File: config.mk
export PLATFORM = sky130hd
export DESIGN_NAME = axi_bridge_ip_tx
export DESIGN_NICKNAME = d
export VERILOG_FILES = /design/src/rtl/axi_bridge_pkg.sv /design/src/rtl/axi_bridge_rx_pack.sv /design/src/rtl/axi_bridge_ip_tx.sv
export SDC_FILE = /design/constraint.sdc
export NUM_CORES = 2
export LEC_CHECK = 0
export ABC_AREA = 1
export CORE_MARGIN = 10
export CORE_UTILIZATION = 52
export DETAILED_ROUTE_END_ITERATION = 8
export HOLD_SLACK_MARGIN = 0.12
export PLACE_DENSITY = 0.74
export REMOVE_ABC_BUFFERS = 1
export SYNTH_ARGS = -nofsm -noshare
export SYNTH_HDL_FRONTEND = slang
export SYNTH_HIERARCHICAL = 1
export SYNTH_SLANG_ARGS = --single-unit
File: constraint.sdc
create_clock -name clk_i -period 5.5 [get_ports clk_i]
set_clock_uncertainty 0.1 [all_clocks]
set_input_delay 0.55 -clock clk_i [delete_from_list [all_inputs] [get_ports clk_i]]
set_output_delay 0.55 -clock clk_i [all_outputs]
set_load 0.01 [all_outputs]
File: src/rtl/axi_bridge_pkg.sv
// rtl/axi_bridge_pkg.sv - shared types, widths and keep helpers for the AXI bridge
package axi_bridge_pkg;

    localparam int DEFAULT_DATA_W  = 256;
    localparam int DEFAULT_IF_W    = 64;
    localparam int DEFAULT_TUSER_W = 16;
    localparam int KEEP_MAX_W      = 128;

    typedef enum logic {
        IDLE   = 1'b0,
        IN_PKT = 1'b1
    } fsm_state_e;

    // Non-zero and of the form 2^n-1: bytes valid from the LSB with no holes.
    function automatic logic is_contig_keep(input logic [KEEP_MAX_W-1:0] keep);
        return (keep != '0) && ((keep & (keep + KEEP_MAX_W'(1))) == '0);
    endfunction

    function automatic logic [31:0] popcount_keep(input logic [KEEP_MAX_W-1:0] keep);
        logic [31:0] cnt;
        cnt = '0;
        for (int i = 0; i < KEEP_MAX_W; i++) begin
            cnt = cnt + 32'(keep[i]);
        end
        return cnt;
    endfunction

endpackage

File: src/rtl/axi_bridge_rx_pack.sv
// rtl/axi_bridge_rx_pack.sv - segment slot counter, accumulator and output beat register
module axi_bridge_rx_pack
    import axi_bridge_pkg::*;
#(
    parameter int DATA_W  = DEFAULT_DATA_W,
    parameter int IF_W    = DEFAULT_IF_W,
    parameter int TUSER_W = DEFAULT_TUSER_W
) (
    input  logic                clk_i,
    input  logic                rst_i,
    input  logic                seg_valid_i,
    input  logic                seg_first_i,
    input  logic                seg_last_i,
    input  logic [IF_W-1:0]     seg_data_i,
    input  logic [IF_W/8-1:0]   seg_keep_i,
    input  logic [TUSER_W-1:0]  seg_user_i,
    input  logic                out_ready_i,
    output logic [DATA_W-1:0]   out_data_o,
    output logic [DATA_W/8-1:0] out_keep_o,
    output logic [TUSER_W-1:0]  out_user_o,
    output logic                out_valid_o,
    output logic                out_last_o
);
    localparam int RATIO  = DATA_W / IF_W;
    localparam int SEG_KW = IF_W / 8;
    localparam int SLOT_W = (RATIO > 1) ? $clog2(RATIO) : 1;

    logic [SLOT_W-1:0]   slot_q, slot_d, base_slot;
    logic [DATA_W-1:0]   acc_data_q, acc_data_d, merged_data;
    logic [DATA_W/8-1:0] acc_keep_q, acc_keep_d, merged_keep;
    logic                complete;

    logic [DATA_W-1:0]   out_data_q;
    logic [DATA_W/8-1:0] out_keep_q;
    logic [TUSER_W-1:0]  out_user_q;
    logic                out_valid_q, out_last_q;

    // A first segment restarts at slot 0 and discards whatever was accumulated.
    always_comb begin
        base_slot   = seg_first_i ? '0 : slot_q;
        merged_data = seg_first_i ? '0 : acc_data_q;
        merged_keep = seg_first_i ? '0 : acc_keep_q;
        for (int k = 0; k < RATIO; k++) begin
            if (base_slot == SLOT_W'(k)) begin
                merged_data[k*IF_W +: IF_W]     = seg_data_i;
                merged_keep[k*SEG_KW +: SEG_KW] = seg_keep_i;
            end
        end
        complete   = seg_last_i || (base_slot == SLOT_W'(RATIO - 1));
        slot_d     = slot_q;
        acc_data_d = acc_data_q;
        acc_keep_d = acc_keep_q;
        if (seg_valid_i) begin
            if (complete) begin
                slot_d     = '0;
                acc_data_d = '0;
                acc_keep_d = '0;
            end else begin
                slot_d     = base_slot + SLOT_W'(1);
                acc_data_d = merged_data;
                acc_keep_d = merged_keep;
            end
        end
    end

    always_ff @(posedge clk_i) begin
        if (rst_i) begin
            slot_q      <= '0;
            acc_data_q  <= '0;
            acc_keep_q  <= '0;
            out_data_q  <= '0;
            out_keep_q  <= '0;
            out_user_q  <= '0;
            out_valid_q <= 1'b0;
            out_last_q  <= 1'b0;
        end else begin
            slot_q     <= slot_d;
            acc_data_q <= acc_data_d;
            acc_keep_q <= acc_keep_d;
            if (seg_valid_i && complete) begin
                out_valid_q <= 1'b1;
                out_data_q  <= merged_data;
                out_keep_q  <= merged_keep;
                out_user_q  <= seg_user_i;
                out_last_q  <= seg_last_i;
            end else if (out_ready_i) begin
                out_valid_q <= 1'b0;
            end
        end
    end

    assign out_data_o  = out_data_q;
    assign out_keep_o  = out_keep_q;
    assign out_user_o  = out_user_q;
    assign out_valid_o = out_valid_q;
    assign out_last_o  = out_last_q;

endmodule

File: src/rtl/axi_bridge_ip_tx.sv
// rtl/axi_bridge_ip_tx.sv - egress up-sizer from Client-IF segments to AXI-Stream beats
module axi_bridge_ip_tx
    import axi_bridge_pkg::*;
#(
    parameter int DATA_W  = DEFAULT_DATA_W,
    parameter int IF_W    = DEFAULT_IF_W,
    parameter int TUSER_W = DEFAULT_TUSER_W
) (
    input  logic                clk_i,
    input  logic                rst_i,
    input  logic [IF_W-1:0]     cl_rx_data,
    input  logic [IF_W/8-1:0]   cl_rx_keep,
    input  logic [TUSER_W-1:0]  cl_rx_user,
    input  logic                cl_rx_valid,
    input  logic                cl_rx_sop,
    input  logic                cl_rx_eop,
    output logic                cl_rx_ready,
    output logic [DATA_W-1:0]   m_axis_tdata,
    output logic [DATA_W/8-1:0] m_axis_tkeep,
    output logic [TUSER_W-1:0]  m_axis_tuser,
    output logic                m_axis_tvalid,
    output logic                m_axis_tlast,
    input  logic                m_axis_tready,
    input  logic                bridge_enable,
    input  logic                strict_tkeep_en,
    output logic [31:0]         stat_rx_frames,
    output logic [31:0]         stat_rx_bytes,
    output logic [31:0]         stat_rx_stall_cycles,
    output logic                ev_err_tkeep_illegal,
    output logic                ev_err_sop_unexpected,
    output logic                ev_err_orphan_seg
);
    fsm_state_e         state_q;
    logic [TUSER_W-1:0] user_q;
    logic               seg_acc, seg_place, keep_bad, beat_hs;
    logic               ev_keep_q, ev_sop_q, ev_orphan_q;
    logic [31:0]        frames_q, frames_d, bytes_q, bytes_d, stall_q, stall_d;

    // Ready drops combinationally when the output beat is stuck, so no segment is ever lost.
    assign cl_rx_ready = bridge_enable && !(m_axis_tvalid && !m_axis_tready);
    assign seg_acc     = cl_rx_valid && cl_rx_ready;
    assign seg_place   = seg_acc && (cl_rx_sop || state_q == IN_PKT);
    assign beat_hs     = m_axis_tvalid && m_axis_tready;

    always_comb begin
        keep_bad = 1'b0;
        if (strict_tkeep_en && seg_place) begin
            if (cl_rx_eop) begin
                keep_bad = !is_contig_keep(KEEP_MAX_W'(cl_rx_keep));
            end else begin
                keep_bad = !(&cl_rx_keep);
            end
        end
    end

    always_comb begin
        frames_d = frames_q;
        bytes_d  = bytes_q;
        stall_d  = stall_q;
        if (beat_hs) begin
            frames_d = frames_q + 32'(m_axis_tlast);
            bytes_d  = bytes_q + popcount_keep(KEEP_MAX_W'(m_axis_tkeep));
        end
        if (m_axis_tvalid && !m_axis_tready) begin
            stall_d = stall_q + 32'd1;
        end
    end

    always_ff @(posedge clk_i) begin
        if (rst_i) begin
            state_q     <= IDLE;
            user_q      <= '0;
            ev_keep_q   <= 1'b0;
            ev_sop_q    <= 1'b0;
            ev_orphan_q <= 1'b0;
            frames_q    <= '0;
            bytes_q     <= '0;
            stall_q     <= '0;
        end else begin
            ev_keep_q   <= keep_bad;
            ev_sop_q    <= 1'b0;
            ev_orphan_q <= 1'b0;
            frames_q    <= frames_d;
            bytes_q     <= bytes_d;
            stall_q     <= stall_d;
            if (seg_acc) begin
                if (cl_rx_sop) begin
                    ev_sop_q <= (state_q == IN_PKT);
                    user_q   <= cl_rx_user;
                    state_q  <= cl_rx_eop ? IDLE : IN_PKT;
                end else if (state_q == IDLE) begin
                    ev_orphan_q <= 1'b1;
                end else if (cl_rx_eop) begin
                    state_q <= IDLE;
                end
            end
        end
    end

    axi_bridge_rx_pack #(
        .DATA_W  (DATA_W),
        .IF_W    (IF_W),
        .TUSER_W (TUSER_W)
    ) u_pack (
        .clk_i       (clk_i),
        .rst_i       (rst_i),
        .seg_valid_i (seg_place),
        .seg_first_i (cl_rx_sop),
        .seg_last_i  (cl_rx_eop),
        .seg_data_i  (cl_rx_data),
        .seg_keep_i  (cl_rx_keep),
        .seg_user_i  (cl_rx_sop ? cl_rx_user : user_q),
        .out_ready_i (m_axis_tready),
        .out_data_o  (m_axis_tdata),
        .out_keep_o  (m_axis_tkeep),
        .out_user_o  (m_axis_tuser),
        .out_valid_o (m_axis_tvalid),
        .out_last_o  (m_axis_tlast)
    );

    assign stat_rx_frames        = frames_q;
    assign stat_rx_bytes         = bytes_q;
    assign stat_rx_stall_cycles  = stall_q;
    assign ev_err_tkeep_illegal  = ev_keep_q;
    assign ev_err_sop_unexpected = ev_sop_q;
    assign ev_err_orphan_seg     = ev_orphan_q;

endmodule

# Yosys cells after proc, flatten, opt, wreduce, memory -nomap -nowiden
# Index checks and enable logic that the tools add are counted.
dict set report totals {
  elab_cells 103
  in_bits 96
  romBits 0
  out_inout_bits 406
  ram_bits 0
  ff_bits 712
  mem_count 0
  latchBits 0
}
dict set report classes {
  bitwise 4
  n_div 0
  eq_ne 3
  multipliers 0
  n_mux 22
  n_lt_le_gt_ge 0
  reduce_logical 22
  add_sub_neg 36
  shift 0
}
# operator count
set ops {}
lappend ops {{2-to-1 mux 256 bit} 2}
lappend ops {{2-to-1 mux 64 bit} 4}
lappend ops {{zero test 128 bit} 1}
lappend ops {{2-to-1 mux 32 bit} 2}
lappend ops {{adder 31 x 1 -> 32 bit} 1}
lappend ops {{adder 32 x 1 -> 32 bit} 1}
lappend ops {{adder 32 x 1 -> 32 bit (second input constant)} 1}
lappend ops {{adder 32 bit} 1}
lappend ops {{2-to-1 mux 8 bit} 4}
lappend ops {{adder 30 x 1 -> 31 bit} 1}
lappend ops {{adder 29 x 1 -> 30 bit} 1}
lappend ops {{adder 28 x 1 -> 29 bit} 1}
lappend ops {{adder 27 x 1 -> 28 bit} 1}
lappend ops {{adder 26 x 1 -> 27 bit} 1}
lappend ops {{adder 25 x 1 -> 26 bit} 1}
lappend ops {{adder 24 x 1 -> 25 bit} 1}
lappend ops {{adder 23 x 1 -> 24 bit} 1}
lappend ops {{adder 22 x 1 -> 23 bit} 1}
lappend ops {{adder 21 x 1 -> 22 bit} 1}
lappend ops {{adder 20 x 1 -> 21 bit} 1}
lappend ops {{adder 19 x 1 -> 20 bit} 1}
lappend ops {{adder 18 x 1 -> 19 bit} 1}
lappend ops {{adder 17 x 1 -> 18 bit} 1}
lappend ops {{adder 16 x 1 -> 17 bit} 1}
lappend ops {{other kinds (33)} 55}

# Logic depth before layout (Yosys ltp)
dict set report depth {
  ltp_word 32
  mapped_depth 22
  depth_no_buf 22
}

# Hierarchy
# The synthesis kept the hierarchy.
# mod cells_each area_per_inst_um2 seq_area_each_um2 instances
set modules_own_cells {}
lappend modules_own_cells {axi_bridge_rx_pack 4233 26865.8 11931.4 1}
lappend modules_own_cells {axi_bridge_ip_tx 1138 7454.6 2322.2 1}

# Worst setup path before layout
# No wires, ideal clock.
dict set report synth_path {
  kind {flip-flop to flip-flop}
  from {register u_pack.out_keep_q[5], in the netlist u_pack/out_keep_o[5]}
  to {register bytes_q[12], in the netlist stat_rx_bytes[12]}
  n_path_buf 0
  arrival_ps 4849
  setup_time_ps 113
  period_less_slack_ps 5062
  setup_slack_ps 438
  required_time_ps 5287
  path_stages_with_launch 18
  cell_sequence {dfxtp_1 inv_1 fa_1 fa_1 fa_1 fa_1 fa_1 fa_1 fa_1 fa_1 inv_1 nand2_1 nand2_1 nand3_1 a21oi_1 nand2_1 nor2_1 nor2_1}
}
dict set report synth_between {
  elab_chain_len 28
}
# item line_no
set synth_rtl {}
lappend synth_rtl {{start: declaration} axi_bridge_rx_pack.sv:34} ;# logic [DATA_W/8-1:0] out_keep_q;
lappend synth_rtl {{start signal: assignment} axi_bridge_rx_pack.sv:83} ;# out_keep_q <= merged_keep;
lappend synth_rtl {{adder 5 x 1 -> 6 bit} axi_bridge_pkg.sv:23} ;# cnt = cnt + 32'(keep[i]);
lappend synth_rtl {{adder 6 x 1 -> 7 bit} axi_bridge_pkg.sv:23}
lappend synth_rtl {{adder 7 x 1 -> 8 bit} axi_bridge_pkg.sv:23}
lappend synth_rtl {{adder 8 x 1 -> 9 bit} axi_bridge_pkg.sv:23}
lappend synth_rtl {{adder 9 x 1 -> 10 bit} axi_bridge_pkg.sv:23}
lappend synth_rtl {{adder 10 x 1 -> 11 bit} axi_bridge_pkg.sv:23}
lappend synth_rtl {{adder 11 x 1 -> 12 bit} axi_bridge_pkg.sv:23}
lappend synth_rtl {{adder 12 x 1 -> 13 bit} axi_bridge_pkg.sv:23}
lappend synth_rtl {{(+12 left out)} -}
lappend synth_rtl {{adder 25 x 1 -> 26 bit} axi_bridge_pkg.sv:23}
lappend synth_rtl {{adder 26 x 1 -> 27 bit} axi_bridge_pkg.sv:23}
lappend synth_rtl {{adder 27 x 1 -> 28 bit} axi_bridge_pkg.sv:23}
lappend synth_rtl {{adder 28 x 1 -> 29 bit} axi_bridge_pkg.sv:23}
lappend synth_rtl {{adder 29 x 1 -> 30 bit} axi_bridge_pkg.sv:23}
lappend synth_rtl {{adder 30 x 1 -> 31 bit} axi_bridge_pkg.sv:23}
lappend synth_rtl {{adder 31 x 1 -> 32 bit} axi_bridge_pkg.sv:23}
lappend synth_rtl {{adder 32 bit} axi_bridge_ip_tx.sv:62} ;# bytes_d = bytes_q + popcount_keep(KEEP_MAX_W'(m_axis_tkeep));
lappend synth_rtl {{end signal: assignment} axi_bridge_ip_tx.sv:84} ;# bytes_q <= bytes_d;
lappend synth_rtl {{end: declaration} axi_bridge_ip_tx.sv:37} ;# logic [31:0] frames_q, frames_d, bytes_q, bytes_d, stall_q, stall_d;
# Every way passes these cells.
# A chain may end at the register's enable or synchronous reset.

# Worst setup path in the final report
dict set report layout_path {
  from {register u_pack.out_keep_q[0], in the netlist u_pack/out_keep_o[0]}
  to {register bytes_q[12], in the netlist stat_rx_bytes[12]}
}
dict set report layout_between {
  elab_chain_len 32
}
# item line_no
set layout_rtl {}
lappend layout_rtl {{adder 1 x 1 -> 2 bit} axi_bridge_pkg.sv:23}
lappend layout_rtl {{adder 2 x 1 -> 3 bit} axi_bridge_pkg.sv:23}
lappend layout_rtl {{adder 3 x 1 -> 4 bit} axi_bridge_pkg.sv:23}
lappend layout_rtl {{adder 4 x 1 -> 5 bit} axi_bridge_pkg.sv:23}
lappend layout_rtl {{adder 5 x 1 -> 6 bit} axi_bridge_pkg.sv:23}
lappend layout_rtl {{adder 6 x 1 -> 7 bit} axi_bridge_pkg.sv:23}
lappend layout_rtl {{adder 7 x 1 -> 8 bit} axi_bridge_pkg.sv:23}
lappend layout_rtl {{adder 8 x 1 -> 9 bit} axi_bridge_pkg.sv:23}
lappend layout_rtl {{(+16 left out)} -}
lappend layout_rtl {{adder 25 x 1 -> 26 bit} axi_bridge_pkg.sv:23}
lappend layout_rtl {{adder 26 x 1 -> 27 bit} axi_bridge_pkg.sv:23}
lappend layout_rtl {{adder 27 x 1 -> 28 bit} axi_bridge_pkg.sv:23}
lappend layout_rtl {{adder 28 x 1 -> 29 bit} axi_bridge_pkg.sv:23}
lappend layout_rtl {{adder 29 x 1 -> 30 bit} axi_bridge_pkg.sv:23}
lappend layout_rtl {{adder 30 x 1 -> 31 bit} axi_bridge_pkg.sv:23}
lappend layout_rtl {{adder 31 x 1 -> 32 bit} axi_bridge_pkg.sv:23}
lappend layout_rtl {{adder 32 bit} axi_bridge_ip_tx.sv:62}
# Every way passes these cells.

==> results.txt <==
Die height: 276.9 µm
Pin count of the biggest net entering global routing: 169
Average via count per standard cell: 5.376
Cell Count Post-Placement: 6434
Worst IR drop on VDD: 0.0002379 V
Share of flip-flops with an asynchronous set or reset: 0%
Kind of critical path: reg -> reg
Synthesis-stage register bit count: 712
Hold violation count in the final report: 0
Dominant cell type by count on the critical path: sky130_fd_sc_hd__fa_1
R2R cell count: 18
Distinct cell type count of the synthesized netlist: 46
Pre-Repair DR Iteration Count: 6
Number of vias in the routed layout: 35318
Sequential fraction of the synthesis area: 41.53%
Launching point of the worst reg2reg path: u_pack/out_keep_o[0]
Post-Synth XOR/XNOR Area: 0.2552%
Number of core rows: 94
Final ANT Viol Nets: 0
Power spent charging and discharging nets: 2.893 mW
CTS H-Tree Depth: 3
Filler cell count in the final layout: 6062
Share of power burned in the clock network: 44.9%
Warning count from the yosys run: 6
Simple-gate area share of the yosys netlist: 42.42%
Number of sinks driven by the clock tree: 712
Gate count after technology mapping: 5371
Number of stages on the worst hold path: 2
Startpoint of the tightest hold check path: rst_i
Cell Chain, Critical Path: fa_1 -> inv_1 -> fa_1 -> fa_1 -> fa_1 -> fa_1 -> fa_1 -> fa_2 -> fa_2 -> inv_1 -> nand2_1 -> nand2_1 -> nand3_2 -> a21oi_2 -> nand2_1 -> nand2_1 -> nand2_1 -> nor2_1
Total setup violations reported at the end of the flow: 0
Number of non-filler instances in the completed layout: 6570
Top delay family on crit path: adder cells
Final Routed Wirelength: 114500 µm
DRC viols: 0
Port-buffer cells: 501
Worst-margin pin slew: 1197 ps
TritonCTS clock tree: built
PnR Total Power: 11.67 mW
Net switching fraction of the power: 24.78%
Top achievable clock speed: 193.5 MHz
Die width: 276.9 µm
Mux share of post-synthesis cell area: 0.02917%
Final Slew Violations: 0
Worst Setup End Kind: flop
Clock Tree Root: sky130_fd_sc_hd__clkbuf_16
Setup repair after global routing missed its margin: false
Final Worst Setup Slack: 332.1 ps
Cell Pwr Density: 277.6 mW/mm²
Syn Area/Cell: 6.390 µm²
Most common cell after layout, fill and taps aside: sky130_fd_sc_hd__nand2_1
Logic pwr share: 9.5%
Main synth FF type: sky130_fd_sc_hd__dfxtp_1
Worst hold path type: in -> reg
CTS buffer count: 78
Wire length of the first global-routing pass: 179000 µm
Clock transition at the registers of the reported paths: 60 ps
Max-slew headroom at the worst pin: 20.21%
Portion of total power attributed to sequential cells: 45.7%
Max-cap viol count: 0
Slowest cell on crit path: sky130_fd_sc_hd__fa_1
Fraction of the mapped netlist area in compound gates: 6.617%
Number of enable-type register cells in the synthesized netlist: 0
Post-route clock period utilization: 93.96%
Drt initial violations: 3439
Post-synthesis adder-cell area fraction: 2.173%
Netlist Area Pre-Place: 0.03432 mm²
Proportion of layout cells with a drive suffix above 1: 3.806%
Routed length per placed instance: 17.42 µm
Remaining global-route overflow: 0
Clock latency on the worst-skew pair: 630 ps
Worst Setup Start Kind: flop
Synth-to-layout area growth: 22.53%
Fin crit period: 5168 ps
Top library cells by usage in the layout, fill and taps aside: sky130_fd_sc_hd__nand2_1 (2046), sky130_fd_sc_hd__nor2_1 (805), sky130_fd_sc_hd__dfxtp_1 (711)
Number of top-level design ports: 502
Detailed placer's ending HPWL: 72580 µm
Place WS: 140.6 ps
Run status: finished, final reports clean
Standby leakage power: 16.68 nW
Antenna violations before repair: 6
Worst hold endpoint: u_pack/acc_data_q[37]
Number of buffers on the longest clock path: 3
Main combinational cell family by area after synthesis: simple AND/OR/NAND/NOR gates
Placeable core area: 0.06563 mm²
Post-route core utilization: 64.08%
Buffering stage count on the worst path with inverters included: 2
Internal power contribution: 8.781 mW
R2R setup slack: 330 ps
All-layer global routing usage: 28.26%
Die area: 0.07668 mm²
Last weighted congestion value of the routability-driven placer: 0.9268
FF-to-FF End: stat_rx_bytes[12]
Required time worst endpoint: 5960 ps
Initial core utilization: 52.30%
Number of global-route vias before repair: 32463
Final layout net count: 5790
Data arrival at the endpoint of the critical path: 5620 ps
Longest individual stage delay on the worst path: 540 ps
Largest driver fanout on the critical path: 3
sequential cells by signal, indices dropped and copies added (netlist names), 2 cells and up:
signal,cells
stat_rx_stall_cycles,32
stat_rx_bytes,32
u_pack/acc_keep_q,32
u_pack/out_data_o,256
u_pack/out_user_o,16
user_q,16
u_pack/slot_q,2
u_pack/acc_data_q,256
u_pack/out_keep_o,32
stat_rx_frames,32
final cells by class:
cell class / count / area [µm²] / area share [%]
multi-input cells: 4070 / 17770 / 42.25
flip-flops and latches: 712 / 14260 / 33.90
repair buffers: 539 / 5443 / 12.94
clock buffers: 114 / 2280 / 5.421
well taps: 864 / 1081 / 2.571
inverters: 249 / 977.2 / 2.324
clock inverters: 18 / 240.2 / 0.5712
diodes: 4 / 10.01 / 0.02380
repair_timing:
item,CTS,global route
setup buffers,0,0
setup endpoints to repair,0,10
resized for setup,0,6
hold buffers,0,0
worst max-delay path by stage:
stage                               startpoint                    to  slack [ps]  cells past startpoint
after floorplan                  m_axis_tready  u_pack/out_data_o[0]      -14890                     10
after global placement    u_pack/out_keep_o[5]     stat_rx_bytes[20]         160                     17
after detailed placement  u_pack/out_keep_o[0]     stat_rx_bytes[20]         140                     17
after CTS                 u_pack/out_keep_o[0]     stat_rx_bytes[12]         110                     18
after global routing      u_pack/out_keep_o[0]     stat_rx_bytes[12]          10                     18
final                     u_pack/out_keep_o[0]     stat_rx_bytes[12]         330                     18
per-layer routing:
metal | vias to the layer above | track usage [%] | part of all wire [%]
met3 | 226 | 6.418 | 8.2
met5 | - | 0 | 0.017
li1 | 17457 | - | -
met1 | 16367 | 35.82 | 42
met2 | 1264 | 46.25 | 47
met4 | 4 | 10.59 | 3.2
power by group through the flow:
stage,clock (mW),combinational [mW],sequential (mW)
finish,5.24,1.10,5.33
global route,5.51,1.22,5.34
CTS,5.32,1.10,5.33
detailed placement,0,1.10,5.44
global placement,0,1.09,5.44
floorplan,0,0.682,5.47
Yosys cell counts (2+ instances only):
cell type | count | area, µm²
sky130_fd_sc_hd__a21oi_1 | 350 | 1752
sky130_fd_sc_hd__a31oi_1 | 2 | 12.51
sky130_fd_sc_hd__and3_1 | 4 | 25.02
sky130_fd_sc_hd__buf_1 | 44 | 165.2
sky130_fd_sc_hd__buf_2 | 128 | 640.6
sky130_fd_sc_hd__clkbuf_1 | 166 | 623.1
sky130_fd_sc_hd__dfxtp_1 | 712 | 14250
sky130_fd_sc_hd__fa_1 | 26 | 520.5
sky130_fd_sc_hd__ha_1 | 18 | 225.2
sky130_fd_sc_hd__inv_1 | 244 | 915.9
sky130_fd_sc_hd__inv_2 | 3 | 11.26
sky130_fd_sc_hd__nand2_1 | 2050 | 7695
sky130_fd_sc_hd__nand2_2 | 9 | 56.30
sky130_fd_sc_hd__nand2_4 | 3 | 33.78
sky130_fd_sc_hd__nand3_1 | 619 | 3098
sky130_fd_sc_hd__nand3_2 | 4 | 40.04
sky130_fd_sc_hd__nand3b_1 | 7 | 52.55
sky130_fd_sc_hd__nand4_1 | 22 | 137.6
sky130_fd_sc_hd__nor2_1 | 805 | 3022
sky130_fd_sc_hd__nor2_2 | 8 | 50.05
sky130_fd_sc_hd__nor2_4 | 13 | 146.4
sky130_fd_sc_hd__nor2_8 | 2 | 40.04
sky130_fd_sc_hd__nor3_1 | 16 | 80.08
sky130_fd_sc_hd__o211a_1 | 2 | 20.02
sky130_fd_sc_hd__o21a_1 | 4 | 30.03
sky130_fd_sc_hd__o21ai_0 | 76 | 380.4
sky130_fd_sc_hd__o21ai_1 | 3 | 15.01
sky130_fd_sc_hd__o21bai_1 | 4 | 30.03
sky130_fd_sc_hd__or2_2 | 2 | 12.51
sky130_fd_sc_hd__xnor2_1 | 4 | 35.03
sky130_fd_sc_hd__xor2_1 | 6 | 52.55
cells by family (layout without fill, tap and decap cells):
group                    Yosys count  after routing
AND/OR/NAND/NOR                 3570           3570
flip-flops                       712            712
buffers and inverters            589            920
AO/OA/AOI/OAI                    445            445
adder cells (fa/ha/maj)           44             44
XOR/XNOR                          10             10
multiplexers                       1              1
other                              0              4
worst register-to-register path: stages, from the launching register on:
cell and delay (ps):
sky130_fd_sc_hd__dfxtp_1 340, sky130_fd_sc_hd__fa_1 530, sky130_fd_sc_hd__inv_1 50, sky130_fd_sc_hd__fa_1 500
sky130_fd_sc_hd__fa_1 540, sky130_fd_sc_hd__fa_1 440, sky130_fd_sc_hd__fa_1 540, sky130_fd_sc_hd__fa_1 430
sky130_fd_sc_hd__fa_2 390, sky130_fd_sc_hd__fa_2 370, sky130_fd_sc_hd__inv_1 130, sky130_fd_sc_hd__nand2_1 60
sky130_fd_sc_hd__nand2_1 90, sky130_fd_sc_hd__nand3_2 110, sky130_fd_sc_hd__a21oi_2 200, sky130_fd_sc_hd__nand2_1 100
sky130_fd_sc_hd__nand2_1 70, sky130_fd_sc_hd__nand2_1 40, sky130_fd_sc_hd__nor2_1 90
metrics by stage:
step | setup TNS (ps) | hold slack, ps | instance area (µm²)
3_3_place_gp | 0 | 334.0 | 39500
3_5_place_dp | 0 | 339.9 | 39500
6_report | 0 | 289.8 | 42050
4_1_cts | 0 | 268.2 | 42020
5_1_grt | 0 | 320.7 | 42050
2_1_floorplan | -5092240 | 326.5 | 32870
(Power assumes the default switching activity.)
